==> config.mk <==
export PLATFORM = sky130hd
export DESIGN_NAME = timer_sequencer
export DESIGN_NICKNAME = d
export VERILOG_FILES = /design/src/rtl/timer_sequencer.sv
export SDC_FILE = /design/constraint.sdc
export NUM_CORES = 1
export LEC_CHECK = 0
export CAP_MARGIN = 10
export CORE_MARGIN = 8
export CORE_UTILIZATION = 49
export CTS_CLUSTER_SIZE = 30
export DETAILED_ROUTE_END_ITERATION = 8
export GPL_ROUTABILITY_DRIVEN = 0
export PLACE_DENSITY = 0.79
export SYNTH_ARGS = -nofsm -noshare
export SYNTH_HDL_FRONTEND = slang
export SYNTH_SLANG_ARGS = --single-unit
==> constraint.sdc <==
create_clock -name chosen_clk -period 2.95 [get_ports chosen_clk]
set_clock_uncertainty 0.15 [all_clocks]
set_input_delay 0.59 -clock chosen_clk [delete_from_list [all_inputs] [get_ports chosen_clk]]
set_output_delay 0.59 -clock chosen_clk [all_outputs]
set_load 0.05 [all_outputs]
==> src/rtl/timer_sequencer.sv <==
// Run-control sequencer: owns the main up-counter, run/halt FSM, period shadow and sticky irq/err flags.
// Latency: start to RUN in one edge, wrap/irq_pend one edge after the terminal count; no backpressure, inputs are single-cycle pulses.
module timer_sequencer #(
  parameter int CNT_W = 16
) (
  input  logic             chosen_clk,
  input  logic             rst,
  input  logic             start,
  input  logic             stop,
  input  logic             cont,
  input  logic             irq_en,
  input  logic             irq_clr,
  input  logic [CNT_W-1:0] period,
  output logic [CNT_W-1:0] cnt,
  output logic             busy,
  output logic             wrap,
  output logic             irq_pend,
  output logic             irq,
  output logic [1:0]       state,
  output logic             err
);

  typedef enum logic [1:0] {
    IDLE = 2'b00,
    RUN  = 2'b01,
    HALT = 2'b10,
    BAD  = 2'b11
  } state_t;

  localparam logic [CNT_W-1:0] ONE = {{(CNT_W-1){1'b0}}, 1'b1};

  state_t           state_q, state_d;
  logic [CNT_W-1:0] cnt_q, cnt_d;
  logic [CNT_W-1:0] per_q, per_d;
  logic             mode_q, mode_d;
  logic             pend_q, pend_d;
  logic             err_q, err_d;
  logic             wrap_q, wrap_d;
  logic             busy_q;
  logic             match;
  logic             per_zero;

  assign match    = (state_q == RUN) && (cnt_q == per_q);
  assign per_zero = (period == '0);

  always_comb begin
    state_d = state_q;
    cnt_d   = '0;
    per_d   = per_q;
    mode_d  = mode_q;
    pend_d  = pend_q;
    err_d   = err_q;
    wrap_d  = 1'b0;

    // Clear first so that a same-cycle set below takes priority.
    if (irq_clr) begin
      pend_d = 1'b0;
      err_d  = 1'b0;
    end

    unique case (state_q)
      IDLE: begin
        if (start) begin
          if (per_zero) begin
            err_d = 1'b1;
          end else begin
            per_d   = period;
            mode_d  = cont;
            state_d = RUN;
          end
        end
      end
      RUN: begin
        if (match) begin
          wrap_d = 1'b1;
          pend_d = 1'b1;
          if (stop) begin
            state_d = IDLE;
          end else if (mode_q) begin
            per_d = period;
          end else begin
            state_d = HALT;
          end
        end else if (stop) begin
          state_d = IDLE;
        end else begin
          cnt_d = cnt_q + ONE;
        end
      end
      HALT: begin
        if (irq_clr) begin
          state_d = IDLE;
        end else if (start && !pend_q) begin
          if (per_zero) begin
            err_d = 1'b1;
          end else begin
            per_d   = period;
            mode_d  = cont;
            state_d = RUN;
          end
        end
      end
      default: state_d = IDLE;
    endcase
  end

  always_ff @(posedge chosen_clk or negedge rst) begin
    if (!rst) begin
      state_q <= IDLE;
      cnt_q   <= '0;
      per_q   <= '0;
      mode_q  <= 1'b0;
      pend_q  <= 1'b0;
      err_q   <= 1'b0;
      wrap_q  <= 1'b0;
      busy_q  <= 1'b0;
    end else begin
      state_q <= state_d;
      cnt_q   <= cnt_d;
      per_q   <= per_d;
      mode_q  <= mode_d;
      pend_q  <= pend_d;
      err_q   <= err_d;
      wrap_q  <= wrap_d;
      busy_q  <= (state_d == RUN);
    end
  end

  assign cnt      = cnt_q;
  assign busy     = busy_q;
  assign wrap     = wrap_q;
  assign irq_pend = pend_q;
  assign irq      = pend_q & irq_en;
  assign state    = state_q;
  assign err      = err_q;

endmodule

* After elaboration in Yosys (flattened, before gate mapping) *
Index checks and enable logic that the tools add are counted.

storage, ports and cells
  word-level logic and storage cells = 65
  input bits = 23
  flip-flop bits (word level) = 39

cells by class
  bitwise logic cells = 1
  $add $sub $neg = 1
  equality and inequality tests = 10
  reduce and logical (&&, ||, !) cells = 9
  multiplexer cells = 36

operators with widths
  cell                                            count
  2-to-1 mux 16 bit                               10
  one-hot mux 16 bit (3 select lines)             1
  adder 16 x 1 -> 16 bit (second input constant)  1
  == test 16 bit                                  1
  zero test 16 bit                                1
  2-to-1 mux 2 bit                                8
  2-to-1 mux 1 bit                                14
  != test 2 bit (second input constant)           6
  AND reduction 7 bit                             1
  one-hot mux 2 bit (3 select lines)              1
  == test 2 x 1 -> 1 bit (second input constant)  2
  one-hot mux 1 bit (2 select lines)              2
  AND reduction 4 bit                             1
  nonzero test 3 bit                              1
  == test 2 bit (second input constant)           1
  logical AND 1 bit                               2
  zero test 2 bit                                 1
  nonzero test 2 bit                              1
  bitwise AND 1 bit                               1
  zero test 1 bit                                 1

* Longest topological paths before layout *
  depth after elaboration = 6
  gate-level depth with buffers = 7
  depth with buffers taken out = 5

* Least setup slack after synthesis *
Ideal clock, no wire load.

  path kind = register to register
  start point = register cnt_q[5], in the netlist cnt[5]
  end point = register per_q[10]
  arrival = 2.357 ns
  setup time = 0.125 ns
  setup slack = 0.318 ns
  required time = 2.675 ns
  stages on the path, launching flop included = 8
  cells stage by stage = dfrtp_1 > buf_6 > xor2_1 > nor4_2 > nand4_2 > a221oi_4 > buf_12 > mux2_4

on the way
  cells in the longest elaborated chain, start to end = 4

ends and longest elaborated chain
  item                           RTL line  RTL
  start: declaration             33        logic [CNT_W-1:0] cnt_q, cnt_d;
  start signal: assignment       119       cnt_q <= cnt_d;
  == test 16 bit                 43        assign match = (state_q == RUN) && (cnt_q == per_q);
  logical AND 1 bit              43
  != test 2 bit (no line)        n/a
  AND reduction 7 bit (no line)  n/a
  end signal: assignment         120       per_q <= per_d;
  end: declaration               34        logic [CNT_W-1:0] per_q, per_d;

No other way between the ends.
A chain may end at the register's enable or synchronous reset.

* Worst setup path in the final report *
  start point = input port period[9]
  end point = register per_q[8]

on the way
  cells in the longest elaborated chain, start to end = 5
  elaborated cells between the ends (all ways) = 6

ends and longest elaborated chain
  item                                   RTL line  RTL
  start: declaration                     13        input logic [CNT_W-1:0] period,
  zero test 16 bit *                     44        assign per_zero = (period == '0);
  2-to-1 mux 16 bit *                    n/a
  2-to-1 mux 16 bit (2 in a row)         n/a
  one-hot mux 16 bit (3 select lines) *  n/a

Mark *: on every way between the ends. The rest lies on a longest branch, timed or not. The select of a mux whose other input is x is not followed.

==> results_dict.tcl <==
set metrics [dict create \
    path_clk_slew_ns 0.07 \
    crit_path_end "per_q[8]" \
    reg2reg_to "per_q[2]" \
    path_cells "clkdlybuf4s50_1 > nor4_1 > nand4_1 > nor2_1 > a221oi_4 > buf_12 > mux2_4" \
    synth_xor_area_frac 0.1351 \
    synth_area_leaders "dfrtp_1, xor2_1, mux2_4" \
    grt_pass1_wl_um 7452 \
    layout_common_cells "clkdlybuf4s50_1, dfrtp_1, xor2_1, nor2_1" \
    postRouteAntennaNets 0 \
    synth.mux.area_fraction 0.1178 \
    synth_edf_count 0 \
    h-tree-depth 2 \
    yosysTopAreaCell "dfrtp_1" \
    synth_top_family_by_area "simple AND/OR/NAND/NOR gates" \
    r2r_cells 6 \
    drt-pass1-iter-count 4 \
    grt_overflow_total 0 \
    setup_slack_ns 0.4709 \
    worst_hold_path_type "primary input to async pin" \
    cpLargestDelayFamily "simple AND/OR/NAND/NOR gates" \
    cp.depth 7 \
    cp-end-kind "flip-flop" \
    num_vias 1468 \
    synth_adder_area_share 0.006435 \
    setup_violations 0 \
    syn2layout_area_growth_pct 35.52 \
    synthFlopType "dfrtp_1" \
    synth-seq-area-share 0.5019 \
    start_kind "primary input" \
    worstPathArrival_ns 2.50 \
    antenna_found_initial 0 \
    ys_ff_latch 39 \
    critPathMaxStageDelay_ns 0.45 \
    ios 46 \
    path_class "primary input to flip-flop" \
    synth_warnings 0 \
    fill_cells 322 \
    max_freq_ghz 0.4034 \
    syn_inst 164 \
    final_hold_viol_count 0 \
    first_global_vias 1502 \
    cts_buffer_depth 2 \
    hpwlAfterDp_um 3407 \
    tightest_slew_ns 0.8189 \
    postSynth.asyncResetShare 1.000 \
    period_needed_ns 2.479 \
    dieArea_um2 6239 \
    drc 0 \
    core-area_um2 3914 \
    hold_buffers 0 \
    p_leak_uw 0.001157 \
    wl_per_cell_um 15.92 \
    clk_latency_ns 0.29 \
    tns_ns 0 \
    r2r_start "cnt[9]" \
    crit_fanout 16 \
    cp.buffers_inverters 2 \
    grt_use_total 0.1484 \
    start_util 0.4968 \
    final_max_slew_viol_count 0 \
    yosysTopAreaCellShare 0.5019 \
    drive_gt1_frac 0.1964 \
    irDropWorstVdd_v 0.0003272 \
    cts_root_buffer "clkbuf_8" \
    crit_start "period[9]" \
    cts_resized 0 \
    syn_area_per_cell_um2 11.86 \
    rows 23 \
    final_common_cell "clkdlybuf4s50_1" \
    syn_nets 188 \
    clkSinkCount 39 \
    post-place-ws_ns 0.04149 \
    die_y_um 78.99 \
    routed_wl_um 4361 \
    grt_max_degree 40 \
    rsz0062_at_grt "false" \
    synth-simple-area-share 0.1680 \
    crit_required_ns 2.97 \
    vias_per_cell 5.358 \
    cts_tree "yes" \
    synth_compound_area_frac 0.04311 \
    period_share 0.8404 \
    nets 247 \
    synth_cell_types 34 \
    antenna_cells 0 \
    power_density_nw_per_um2 593.8 \
    cap_violations 0 \
    ff2ff_setup_slack_ns 0.54 \
    port_buffers 45 \
    drt_iter0_drc 83 \
    cts_buffers 5 \
    max_slew_margin 0.4541 \
    die_x_um 78.99 \
    synth_area_um2 1944 \
    cp_slowest_cell "clkdlybuf4s50_1" \
    status "completed" \
]
==> timing repair <==
item | in CTS | in global routing
endpoints found under the setup margin | 0 | 8
buffers inserted | 0 | 1
hold endpoints to repair | 0 | 0
==> layer usage <==
layer  track usage  share of wire
met1        0.1882           0.46
met2        0.2325           0.47
met3       0.05643          0.074
met4       0.03704         0.0014
met5             0              0
==> per-stage QoR <==
stage | cells | area, µm² | power, µW | hold slack (ns) | util
after CTS | 273 | 2615 | 1568 | 0.2825 | 0.6682
after global routing | 274 | 2635 | 1636 | 0.3283 | 0.6733
after global placement | 265 | 2482 | 1039 | 0.3704 | 0.6343
after detailed placement | 265 | 2482 | 1053 | 0.3733 | 0.6343
after floorplan | 164 | 1944 | 942.5 | 0.1444 | -
final | 274 | 2635 | 1565 | 0.2447 | 0.6733
==> synthesized netlist by cell type (all sizes together), types with 2 or more instances <==
| cell type | number |
|---|---|
| o21ai | 2 |
| nand2 | 4 |
| xor2 | 22 |
| nor4 | 9 |
| and4 | 4 |
| inv | 5 |
| and3 | 3 |
| nand3 | 8 |
| dfrtp | 39 |
| nor3 | 2 |
| o22a | 2 |
| nand4 | 3 |
| xnor2 | 8 |
| buf | 2 |
| nor2 | 22 |
| mux2 | 17 |
==> state kept, by name, summed over array words and instances (netlist names) <==
register  cells
wrap          1
cnt          16
err           1
state         2
busy          1
per_q        16
irq_pend      1
mode_q        1
==> cell type report <==
cell class	instances	area, µm²	share of cell area
multi-input combinational	117	914.6	0.3471
clock buffer	6	72.57	0.02754
inverter	5	18.77	0.007122
clock inverter	2	60.06	0.02279
sequential	39	975.9	0.3704
timing repair buffer	55	530.5	0.2013
tap	50	62.56	0.02374
==> where the power goes <==
part | leakage, µW | switching [µW] | internal (µW)
Clock | 0.0000654 | 177 | 338
Sequential | 0.000501 | 83.5 | 628
Combinational | 0.000590 | 136 | 202
==> worst min-delay path by stage <==
stage	from	endpoint	slack (ns)	cells past startpoint
after global routing	rst	cnt[12]	0.33	1
after global placement	per_q[7]	per_q[7]	0.37	1
after CTS	rst	per_q[11]	0.28	1
final	rst	cnt[12]	0.24	1
after detailed placement	mode_q	state[1]	0.37	1
after floorplan	rst	busy	0.14	0
==> cell families (layout without fill, tap and decap cells) <==
group	count (synthesis)	in the layout
AO/OA/AOI/OAI	9	9
XOR/XNOR	30	30
adder cells (fa/ha/maj)	1	1
buffers and inverters	8	68
flip-flops	39	39
multiplexers	17	17
AND/OR/NAND/NOR	60	60
Note: power is estimated with default switching activity, not from simulation.
